File: src/rtl/router_fsm.sv
// Packet-sequencing controller for the 1x3 router: header decode, FIFO write
// enables, source stall and per-port soft-reset timeout counters.
module router_fsm #(
  parameter int TIMEOUT = 30,
  parameter int CNT_W   = 5
) (
  input  logic       clk,
  input  logic       rst,
  input  logic       pkt_valid,
  input  logic [1:0] din_addr,
  input  logic [2:0] fifo_empty,
  input  logic [2:0] fifo_full,
  input  logic [2:0] read_enb,
  input  logic       parity_done,
  input  logic       low_pkt_valid,
  output logic [2:0] write_enb,
  output logic       write_enb_reg,
  output logic [2:0] vld_out,
  output logic [2:0] soft_rst,
  output logic       detect_add,
  output logic       lfd_state,
  output logic       ld_state,
  output logic       laf_state,
  output logic       full_state,
  output logic       rst_int_reg,
  output logic       busy
);

  typedef enum logic [2:0] {
    DECODE_ADDRESS     = 3'd0,
    WAIT_TILL_EMPTY    = 3'd1,
    LOAD_FIRST_DATA    = 3'd2,
    LOAD_DATA          = 3'd3,
    FIFO_FULL_STATE    = 3'd4,
    LOAD_AFTER_FULL    = 3'd5,
    LOAD_PARITY        = 3'd6,
    CHECK_PARITY_ERROR = 3'd7
  } state_t;

  state_t            state_r, state_next_s;
  logic [1:0]        addr_r;
  logic [CNT_W-1:0]  cnt_r [3];
  logic [2:0]        inc_s;
  logic              full_s, empty_s, din_empty_s, port_srst_s;

  // Per-port flag select; address 3 never addresses a FIFO.
  function automatic logic sel3(input logic [2:0] v, input logic [1:0] a);
    logic r;
    case (a)
      2'd0:    r = v[0];
      2'd1:    r = v[1];
      2'd2:    r = v[2];
      default: r = 1'b0;
    endcase
    return r;
  endfunction

  assign vld_out     = ~fifo_empty;
  assign inc_s       = vld_out & ~read_enb;
  assign full_s      = sel3(fifo_full, addr_r);
  assign empty_s     = sel3(fifo_empty, addr_r);
  assign din_empty_s = sel3(fifo_empty, din_addr);
  assign port_srst_s = sel3(soft_rst, addr_r);

  // Timeout pulse fires on the cycle the counter would pass TIMEOUT-1.
  always_comb begin
    for (int i = 0; i < 3; i++) begin
      soft_rst[i] = inc_s[i] && (cnt_r[i] == CNT_W'(TIMEOUT - 1));
    end
  end

  // Unread-cycle counters, one per output port.
  always_ff @(posedge clk) begin
    for (int i = 0; i < 3; i++) begin
      if (!rst) begin
        cnt_r[i] <= '0;
      end else if (!inc_s[i] || soft_rst[i]) begin
        cnt_r[i] <= '0;
      end else begin
        cnt_r[i] <= cnt_r[i] + CNT_W'(1);
      end
    end
  end

  // State and latched destination address.
  always_ff @(posedge clk) begin
    if (!rst) begin
      state_r <= DECODE_ADDRESS;
      addr_r  <= 2'd0;
    end else begin
      state_r <= state_next_s;
      if (detect_add && pkt_valid && (din_addr != 2'd3)) begin
        addr_r <= din_addr;
      end else begin
        addr_r <= addr_r;
      end
    end
  end

  // Next-state logic and Moore output decodes.
  always_comb begin
    state_next_s  = state_r;
    detect_add    = 1'b0;
    lfd_state     = 1'b0;
    ld_state      = 1'b0;
    laf_state     = 1'b0;
    full_state    = 1'b0;
    rst_int_reg   = 1'b0;
    busy          = 1'b0;
    write_enb_reg = 1'b0;
    case (state_r)
      DECODE_ADDRESS: begin
        detect_add = 1'b1;
        if (pkt_valid && (din_addr != 2'd3)) begin
          state_next_s = din_empty_s ? LOAD_FIRST_DATA : WAIT_TILL_EMPTY;
        end else begin
          state_next_s = DECODE_ADDRESS;
        end
      end
      WAIT_TILL_EMPTY: begin
        busy = 1'b1;
        if (empty_s) state_next_s = LOAD_FIRST_DATA;
        else         state_next_s = WAIT_TILL_EMPTY;
      end
      LOAD_FIRST_DATA: begin
        lfd_state     = 1'b1;
        busy          = 1'b1;
        write_enb_reg = 1'b1;
        state_next_s  = LOAD_DATA;
      end
      LOAD_DATA: begin
        ld_state      = 1'b1;
        write_enb_reg = 1'b1;
        if (full_s)          state_next_s = FIFO_FULL_STATE;
        else if (!pkt_valid) state_next_s = LOAD_PARITY;
        else                 state_next_s = LOAD_DATA;
      end
      FIFO_FULL_STATE: begin
        full_state = 1'b1;
        busy       = 1'b1;
        if (!full_s) state_next_s = LOAD_AFTER_FULL;
        else         state_next_s = FIFO_FULL_STATE;
      end
      LOAD_AFTER_FULL: begin
        laf_state     = 1'b1;
        busy          = 1'b1;
        write_enb_reg = 1'b1;
        if (parity_done)        state_next_s = DECODE_ADDRESS;
        else if (low_pkt_valid) state_next_s = LOAD_PARITY;
        else                    state_next_s = LOAD_DATA;
      end
      LOAD_PARITY: begin
        busy          = 1'b1;
        write_enb_reg = 1'b1;
        state_next_s  = CHECK_PARITY_ERROR;
      end
      CHECK_PARITY_ERROR: begin
        rst_int_reg = 1'b1;
        busy        = 1'b1;
        if (full_s) state_next_s = FIFO_FULL_STATE;
        else        state_next_s = DECODE_ADDRESS;
      end
      default: begin
        state_next_s = DECODE_ADDRESS;
      end
    endcase
    // A flush of the active port abandons the packet.
    if ((state_r != DECODE_ADDRESS) && port_srst_s) begin
      state_next_s = DECODE_ADDRESS;
    end else begin
      state_next_s = state_next_s;
    end
  end

  // Route the write qualifier to the latched port.
  always_comb begin
    write_enb = 3'b000;
    if (write_enb_reg) begin
      case (addr_r)
        2'd0:    write_enb = 3'b001;
        2'd1:    write_enb = 3'b010;
        2'd2:    write_enb = 3'b100;
        default: write_enb = 3'b000;
      endcase
    end else begin
      write_enb = 3'b000;
    end
  end

endmodule

File: config.mk
export PLATFORM = sky130hd
export DESIGN_NAME = router_fsm
export DESIGN_NICKNAME = d
export VERILOG_FILES = /design/src/rtl/router_fsm.sv
export SDC_FILE = /design/constraint.sdc
export NUM_CORES = 1
export LEC_CHECK = 0
export CAP_MARGIN = 20
export CORE_MARGIN = 1
export CORE_UTILIZATION = 44
export DETAILED_ROUTE_END_ITERATION = 8
export PLACE_DENSITY = 0.75
export SYNTH_ARGS = -nofsm -noshare
export SYNTH_HDL_FRONTEND = slang
export SYNTH_SLANG_ARGS = --single-unit
File: constraint.sdc
create_clock -name clk -period 1.5 [get_ports clk]
set_input_delay 0.375 -clock clk [delete_from_list [all_inputs] [get_ports clk]]
set_output_delay 0.375 -clock clk [all_outputs]
set_load 0.005 [all_outputs]
==> qor.yml <==
power:
  leakage_nw: 1.10
  irDropWorstVdd_uv: 463
  finalPower_mw: 1.35
  power_density_mw_per_mm2: 548
logic_synthesis:
  ys_top_cells_by_area: "edfxtp_1, dfxtp_1, nor2_1"
  avgSynthCellArea_sq_um: 9.43
  synth-async-reset-ratio_pct: 0
  syn_inst: 145
  synth-main-ff-cell: "edfxtp_1"
  synth_edf_count: 15
  synth-simple-area-share_pct: 24.2
  ys_warn_count: 0
  synth.distinct_cells: 45
  synth_mux_area_share_pct: 2.56
  synth_compound_area_share_pct: 14.2
  yosys.area_share.adder_pct: 5.49
  synth_top_family_by_area: "simple AND/OR/NAND/NOR gates"
  yosys_register_bits: 20
  synthXorXnorAreaFrac_pct: 6.40
  netlist_area_sq_mm: 0.00137
  ys_seq_area_share_pct: 40.3
  synth_top_cell_by_area: "edfxtp_1"
  synth_top_area_share_pct: 32.9
setup_path:
  r2r_end: "state_r[0]$_SDFF_PP0_"
  reg2reg_depth: 7
  cpLargestDelayFamily: "flip-flops"
  cp_slowest_cell: "edfxtp_1"
  worst-path-max-fanout: 2
  r2r_slack_ns: -0.20
  crit_chain: "inv_1 -> ha_2 -> nand4_1 -> nor3_2 -> buf_2"
  critPathKind: "register to output port"
  cp.buffers_inverters: 2
  crit_path_max_incr_delay_ns: 0.40
  critPathArrivalTime_ns: 1.34
  worstSetupStartpointType: "register"
  end_kind: "output port"
  crit_required_ns: 1.12
  rr_startpoint: "cnt_r[2][0]$_SDFFCE_PN0P_"
routing:
  route.detailed.drc: 4
  vias: 1598
  vias_per_cell: 5.71
  antenna_left: 0
  drt_iter0_drc: 126
  drt_wl_total_um: 5140
  drt_first_pass_iters: 6
  wl_per_cell_um: 18.4
sta:
  setup_violations: 19
  fin_crit_ns: 1.71
  fmax_ghz: 0.584
  rsz0062_at_grt: "yes"
  finalCritPeriodShare_pct: 114
  fin_ws_ns: -0.211
  fin_worst_skew_ns: 0.00433
  final_max_slew_viol_count: 0
  hold_violations: 0
cts:
  clockRootBuffer: "clkbuf_4"
  clkSinkCount: 20
  clock_latency_ns: 0.30
  htree_num_levels: 1
  cts_buffer_depth: 2
  cts_made_buffers: 3
  clk_pin_slew_ns: 0.12
  cts_tree: "yes"
status:
  violations: "DRC, setup timing"
  outcome: "finished with violations"
layout:
  nNetsFinal: 272
  final_cell_count_no_fill: 280
  drive_gt1_share_pct: 50.6
  area_growth_pct: 80.2
  antennaDiodeCount: 0
floorplan:
  std_cell_rows: 19
  num_io_pins: 33
  design.core.area_sq_mm: 0.00285
  die_h_um: 57.8
  initial_utilization_pct: 47.9
  die_w_um: 57.8
  dieArea_sq_mm: 0.00334
placement:
  portBuffers: 32
  dp_cells: 262
  place_hpwl_um: 2900
  gp_congestion: 0.879
global_route:
  globalRouteOverflowTotal: 0
  antenna_found_initial: 0
  grt_pass1_wl_um: 6890
  grt_max_degree: 12
  gr-usage-all-layers_pct: 27.4
  grt_pass1_vias: 1624
hold_path:
  hold_end: "cnt_r[2][4]$_SDFFCE_PN0P_"
  hold_class: "register to register"
  whs_path_depth: 2
  min_from: "cnt_r[2][4]$_SDFFCE_PN0P_"
job:
  drv_cap: 0
[cell usage in the layout (no fill, tap or decap), types with 2 or more instances in the layout]
master,count
buf_4,44
nor2_1,20
buf_6,17
edfxtp_1,15
conb_1,15
clkdlybuf4s50_1,12
buf_2,12
inv_1,11
nor3_2,6
nand3_1,6
xor2_1,6
dlygate4sd2_1,5
o21ai_0,4
ha_1,4
nand4_1,3
clkbuf_4,3
dfxtp_4,3
nand2_4,2
inv_4,2
and3_4,2
nand3_4,2
nor2_4,2
nand3_2,2
xnor2_1,2
nand2b_1,2
mux2i_1,2
nand3b_1,2
a211oi_2,2
dfxtp_2,2
[metal layers]
layer,vias up,global-route usage (%),part of all wire (%)
li1,713,-,-
met1,765,27.4,36
met2,98,54.5,55
met3,22,4.02,5.9
met4,0,13.3,3.1
met5,-,0,0
[logic make-up after synthesis]
group / count (synthesis)
flops: 20
other cells: 1
buf+inv: 19
compound gates: 23
mux: 3
xor+xnor: 10
fa+ha+maj: 6
simple gates: 63
[cells in the mapped netlist (2+ instances only)]
| cell type | number |
|---|---|
| nand4_1 | 3 |
| or2_2 | 2 |
| edfxtp_1 | 15 |
| buf_6 | 2 |
| nor2_1 | 23 |
| nand3_1 | 10 |
| nor3_1 | 7 |
| and3_1 | 2 |
| a21oi_1 | 2 |
| nand2b_1 | 3 |
| ha_1 | 6 |
| dfxtp_1 | 5 |
| mux2i_1 | 2 |
| xnor2_1 | 4 |
| o21ai_0 | 4 |
| nor3b_1 | 2 |
| xor2_1 | 6 |
| nand3b_1 | 2 |
| nand2_1 | 4 |
| inv_1 | 14 |
| a211oi_1 | 3 |
[sequential cells by signal, summed over array words and instances, names as in the netlist]
signal	flops
cnt_r	15
state_r	3
addr_r	2
[worst max path at each step]
stage / depth (start not counted) / from / slack [ns] / endpoint
2_1_floorplan: 5 / cnt_r[2][0]$_SDFFCE_PN0P_ / 0.04 / state_r[0]$_SDFF_PP0_
3_3_place_gp: 3 / fifo_empty[2] / -0.47 / soft_rst[2]
3_5_place_dp: 3 / fifo_empty[2] / -0.51 / soft_rst[2]
4_1_cts: 5 / cnt_r[0][1]$_SDFFCE_PN0P_ / -0.25 / soft_rst[0]
5_1_grt: 5 / cnt_r[2][1]$_SDFFCE_PN0P_ / -0.31 / soft_rst[2]
6_report: 5 / cnt_r[0][1]$_SDFFCE_PN0P_ / -0.21 / soft_rst[0]
[power by group]
| group | total (mW) | internal (mW) | switching [mW] |
|---|---|---|---|
| Clock | 0.271 | 0.103 | 0.167 |
| Sequential | 0.649 | 0.621 | 0.0283 |
| Combinational | 0.430 | 0.225 | 0.205 |
| Total | 1.35 | 0.949 | 0.400 |
[what timing repair did]
action	in CTS	in global routing
gates cloned	0	0
gates resized for setup	112	25
pin swaps	15	16
setup endpoints to repair	21	29
setup buffers	14	4
hold endpoints to repair	0	0
hold buffers	0	0
[worst register-to-register path, cell delays in order, from the launching register on]
cell and delay [ns]:
edfxtp_1 0.42, ha_1 0.22, nand4_1 0.12, buf_4 0.14, buf_4 0.13, o22ai_4 0.09, a211o_4 0.34, o31ai_2 0.17
[layout make-up]
cell class,instances,area [sq um]
repair buffers,91,757
flip-flops and latches,20,564
fillers,146,388
inverters,14,57.6
well taps,31,38.8
multi-input cells,120,1020
clock buffers,4,26.3
[through the flow]
step	util, %	setup slack, ns	setup TNS (ns)	instance area [sq um]	hold slack (ns)
final	86.4	-0.211	-2.27	2460	0.661
after global routing	86.4	-0.305	-3.28	2460	0.690
after CTS	81.8	-0.250	-2.15	2330	0.646
after detailed placement	72.9	-0.510	-8.66	2080	0.620
after global placement	72.9	-0.470	-7.12	2080	0.609
after floorplan	-	0.0393	0	1420	0.516
Note: power is estimated with default switching activity, not from simulation.
